--- config.mk ---
export PLATFORM = sky130hd
export DESIGN_NAME = lc3_regfile
export DESIGN_NICKNAME = d
export VERILOG_FILES = /design/src/rtl/lc3_regfile.sv
export SDC_FILE = /design/constraint.sdc
export NUM_CORES = 1
export LEC_CHECK = 0
export CELL_PAD_IN_SITES_DETAIL_PLACEMENT = 1
export CELL_PAD_IN_SITES_GLOBAL_PLACEMENT = 1
export CORE_UTILIZATION = 49
export CTS_BUF_LIST = sky130_fd_sc_hd__clkbuf_4 sky130_fd_sc_hd__clkbuf_8
export DETAILED_ROUTE_END_ITERATION = 8
export MAX_ROUTING_LAYER = met4
export PLACE_DENSITY_LB_ADDON = 0.1
export SETUP_SLACK_MARGIN = 0.3
export SLEW_MARGIN = 25
export SYNTH_ARGS = -nofsm -noshare
export SYNTH_HDL_FRONTEND = slang
export SYNTH_SLANG_ARGS = --single-unit
--- constraint.sdc ---
create_clock -name clk -period 4.1 [get_ports clk]
set_input_delay 1.23 -clock clk [delete_from_list [all_inputs] [get_ports clk]]
set_output_delay 1.23 -clock clk [all_outputs]
set_load 0.05 [all_outputs]
--- src/rtl/lc3_regfile.sv ---
// LC-3 register file and condition-code unit: supplies ALU operands, captures bus
// writeback into R[DR], and registers the NZP flags and branch-enable bit.
module lc3_regfile #(
    parameter int DATA_W = 16,
    parameter int NREG   = 8,
    parameter int ADDR_W = 3,
    parameter int BYPASS = 1
) (
    input  logic              clk,
    input  logic              rst_n,
    input  logic [ADDR_W-1:0] sr1_addr,
    input  logic [ADDR_W-1:0] sr2_addr,
    input  logic [4:0]        imm5,
    input  logic              sr2mux_sel,
    output logic [DATA_W-1:0] op_a,
    output logic [DATA_W-1:0] op_b,
    input  logic [ADDR_W-1:0] dr_addr,
    input  logic              ld_reg,
    input  logic [DATA_W-1:0] bus_in,
    input  logic              ld_cc,
    input  logic [2:0]        br_nzp,
    input  logic              ld_ben,
    output logic [2:0]        cc_nzp,
    output logic              ben
);

    logic [DATA_W-1:0] regs [NREG];
    logic [DATA_W-1:0] imm_sext;
    logic [DATA_W-1:0] rd_a;
    logic [DATA_W-1:0] rd_b;
    logic              bus_neg;
    logic              bus_zero;
    logic [2:0]        cc_next;
    logic              ben_next;

    assign imm_sext = {{(DATA_W-5){imm5[4]}}, imm5};

    // Read ports; with bypass enabled, a write in flight to the same register is forwarded.
    always_comb begin
        rd_a = regs[sr1_addr];
        rd_b = regs[sr2_addr];
        if (BYPASS != 0) begin
            if (ld_reg && (dr_addr == sr1_addr)) begin
                rd_a = bus_in;
            end
            if (ld_reg && (dr_addr == sr2_addr)) begin
                rd_b = bus_in;
            end
        end
    end

    assign op_a = rd_a;
    assign op_b = sr2mux_sel ? imm_sext : rd_b;

    always_ff @(posedge clk) begin
        if (!rst_n) begin
            for (int i = 0; i < NREG; i++) begin
                regs[i] <= '0;
            end
        end else if (ld_reg) begin
            regs[dr_addr] <= bus_in;
        end
    end

    assign bus_neg  = bus_in[DATA_W-1];
    assign bus_zero = (bus_in == '0);
    assign cc_next  = {bus_neg, bus_zero, ~bus_neg & ~bus_zero};

    // BEN samples the CC held before this edge, so a same-cycle ld_cc is not seen.
    assign ben_next = |(br_nzp & cc_nzp);

    always_ff @(posedge clk) begin
        if (!rst_n) begin
            cc_nzp <= 3'b010;
            ben    <= 1'b0;
        end else begin
            if (ld_cc) begin
                cc_nzp <= cc_next;
            end
            if (ld_ben) begin
                ben <= ben_next;
            end
        end
    end

endmodule

==> impl_results.rst <==
.. list-table::
   :header-rows: 1

   * - Metric
     - Value
   * - Top-Level Pins
     - 75
   * - HPWL Detailed
     - 16.1 mm
   * - Pleak
     - 0.00380 uW
   * - Detailed-route wire length
     - 31.3 mm
   * - # port buffers
     - 74
   * - Final period util
     - 94.9%
   * - Area post-placement
     - ~0.009 mm2
   * - Largest net degree at the start of global routing
     - 17
   * - Clk root buf
     - clkbuf_8
   * - Area of the die
     - about 0.015 mm2
   * - Sequential share of the synthesized area
     - 53.7%
   * - Count of placed standard cells including taps
     - around 800
   * - Count of H-tree levels built during CTS
     - 4
   * - Startpoint type of the worst setup path
     - input pin
   * - Area inside the core boundary
     - 0.0145 mm2
   * - Count of max-cap constraint violations
     - 0
   * - Clock tree skew after final layout
     - 7.59 ps
   * - NumNets Final
     - between 600 and 700
   * - Max-slew headroom
     - between 50% and 60%
   * - Average cell area after synthesis
     - 14.0 um2
   * - Synthesized netlist cell count
     - between 500 and 600
   * - Total routing resource utilization after global routing
     - 40.3%
   * - Largest stage delay on the critical path
     - 230 ps
   * - Synth-to-layout area growth
     - 44.5%
   * - Number of pins exceeding their max-slew limit in the final report
     - 0
   * - Vertical die dimension
     - 124 um
   * - Hold Fails Final Rpt
     - 0
   * - Crit path depth
     - 9
   * - Yosys Warn Count
     - 0
   * - PwrDens
     - 372 mW/mm2
   * - Max Buffers Root-to-Sink
     - 2
   * - Unique cell type count in the Yosys netlist
     - 30
   * - Number of filler instances in the final layout
     - 1,249
   * - Kind of capture point of the worst setup path
     - output pin
   * - Setup Crit Path Kind
     - in -> out
   * - Detailed-route DRC error count
     - 0
   * - Post-detailed-route wirelength per cell
     - 36.6 um
   * - Setup repair after global routing missed its margin
     - yes
   * - Number of buffers added to fix hold violations after cts
     - 0
   * - Worst reg2reg path depth
     - 3
   * - CP Data Required Time
     - 2870 ps
   * - Maximum resistive drop on vdd
     - between 0.0002 and 0.00025 V
   * - Post-route cell area
     - 0.0106 mm2
   * - Cell chain of the critical path
     - buf_12 -> buf_16 -> xnor2_2 -> nand4_1 -> buf_6 -> clkbuf_16 -> nor2_4 -> a21oi_4 -> buf_12
   * - Achievable frequency
     - 257 MHz
   * - Vias
     - 6,055
   * - CTS tree
     - built
   * - Period minus WS final
     - 3890 ps
   * - Final weighted congestion in routability-driven placement
     - 0.864
   * - Fraction of final layout cells sized beyond drive strength 1
     - 47.2%
   * - Highest-delay cell along the critical path
     - buf_6
   * - Initial cell density of the core
     - between 50% and 60%
   * - Synthesized Nets
     - between 500 and 600
   * - Total clock buffers created by CTS
     - 17
   * - Post-route non-filler standard cell count
     - 855
   * - Clk slew on worst S/H paths
     - 90 ps
   * - Number of synthesized register bits
     - between 100 and 150
   * - Cell area after technology mapping
     - 0.00731 mm2
   * - Via count of the first global-routing pass
     - 6,160
   * - Worst min-delay path class
     - reg -> reg
   * - Number of sinks handled by clock tree synthesis
     - around 130
   * - Floorplan die width
     - 124 um
   * - Count of nets left with antenna violations after detail routing
     - 0
   * - Buffers and inverters on the worst path
     - 5
   * - Cell family with the largest share of critical-path delay
     - buffers and inverters
   * - Worst path most repeated cell
     - buf_12
   * - Drt first pass iters
     - 7
   * - Row count
     - between 40 and 50
   * - First-pass GRT wire length
     - 40.5 mm
   * - Final-report setup violation count
     - 0
   * - Worst Hold Path Cells
     - 1
   * - Leftover overflow at the end of global routing
     - 0
   * - Worst-path fanout max
     - 6
   * - Post-detailed-route via-to-cell ratio
     - 7.08
   * - Violation count after the first detailed-route iteration
     - 847
   * - Initial antenna violation count
     - 3
   * - Slew of the pin with the lowest slew margin
     - 687 ps
   * - Skew-Pair Late Insertion Delay
     - approximately 480 ps
   * - Outcome
     - complete, no violations
   * - Worst Path Arrival
     - 2660 ps
power by group:
part	switching [uW]	internal (uW)	total [uW]	leakage [uW]
clock	594	605	1200	0.000204
combinational	592	511	1100	0.00234
sequential	63.3	1570	1630	0.00126
total	1250	2680	3930	0.00380
per-layer routing:
metal,GRT usage (%),part of all wire (%),vias up
met5,-,0,-
met4,22.2,5.4,0
met3,10.4,10,136
met2,64.7,50,531
met1,46.1,34,3115
li1,-,-,2273
placed cells by master (no fill, tap or decap), drive strengths merged:
| master | count |
|---|---|
| dlymetal6s2s | 3 |
| mux2 | 1 |
| mux2i | 32 |
| clkdlybuf4s50 | 28 |
| a21o | 1 |
| bufinv | 3 |
| nor2b | 2 |
| a21boi | 1 |
| nand3b | 2 |
| and2 | 120 |
| o21ai | 18 |
| buf | 133 |
| diode | 2 |
| a21oi | 31 |
| edfxtp | 128 |
| inv | 4 |
| a222oi | 1 |
| mux4 | 64 |
| a221o | 1 |
| a41oi | 1 |
| nand3 | 1 |
| nor2 | 24 |
| nand2 | 3 |
| nor4 | 6 |
| o22ai | 3 |
| clkbuf | 21 |
| nand2b | 6 |
| xnor2 | 6 |
| clkinvlp | 1 |
| nor3 | 8 |
| clkinv | 8 |
| o211a | 1 |
| nand4 | 3 |
| dfxtp | 4 |
through the flow:
| stage | utilization [%] | setup TNS (ps) | power (uW) | hold slack [ps] | setup slack, ps |
|---|---|---|---|---|---|
| finish | 72.7 | 0 | 3930 | 514 | 208 |
| global route | 72.7 | 0 | 3990 | 539 | 190 |
| CTS | 70.7 | 0 | 3790 | 518 | 207 |
| detailed placement | 63.3 | -2560 | 2540 | 503 | -148 |
| global placement | 63.3 | -1540 | 2500 | 480 | -105 |
| floorplan | - | 0 | 2150 | 708 | 272 |
Yosys cell counts, drive strengths merged:
cell | instances | area, um2
and2 | 120 | 751
o22ai | 3 | 18.8
dfxtp | 4 | 80.1
nor2b | 2 | 12.5
mux2 | 1 | 11.3
a222oi | 1 | 10.0
mux2i | 32 | 320
nand3b | 2 | 15.0
clkbuf | 40 | 150
a221o | 1 | 10.0
clkinv | 1 | 3.75
edfxtp | 128 | 3840
nand4 | 3 | 18.8
buf | 14 | 68.8
nand3 | 1 | 5.00
o21ai | 18 | 90.1
mux4 | 64 | 1440
nor4 | 6 | 37.5
xnor2 | 6 | 52.6
inv | 1 | 3.75
a21boi | 1 | 7.51
nor3 | 8 | 40.0
a21oi | 31 | 155
a41oi | 1 | 8.76
a21o | 1 | 7.51
nand2b | 6 | 37.5
nand2 | 3 | 11.3
o211a | 1 | 10.0
nor2 | 24 | 90.1
final timing paths:
check	slack (ps)	from	end
setup / recovery	210	sr1_addr[0]	op_a[1]
hold / removal	510	ben	ben
setup reg to reg	3150	cc_nzp[0]	ben
hold reg to reg	510	ben	ben
final cells by class:
type	instances	area, um2	area share, %
Timing Repair Buffer	167	2040	19.3
Clock buffer	18	241	2.28
Tap cell	184	230	2.18
Inverter	2	7.51	0.0710
Antenna cell	2	5.00	0.0474
Multi-Input combinational cell	336	3960	37.5
Clock inverter	14	159	1.50
Sequential cell	132	3920	37.1
repair_timing:
action	CTS	global route
resized for setup	140	59
pin swaps	11	11
endpoints found under the setup margin	32	32
gates cloned	8	1
setup buffers	5	3
cell families after synthesis:
kind of cell	synth area share, %
XOR/XNOR	0.719
buffers and inverters	3.10
AO/OA/AOI/OAI	4.35
multiplexers	24.2
flip-flops	53.7
AND/OR/NAND/NOR	13.9
state kept, by name, summed over array words and instances, names as in the netlist:
| name | flops |
|---|---|
| ben | 1 |
| cc_nzp | 3 |
| regs | 128 |
worst register-to-register path, stage by stage, from the launching register on:
cell,delay (ps)
dfxtp_1,340
a222oi_1,310
nand2_1,100
o211a_1,110
Power figures use the tool's default switching activity.
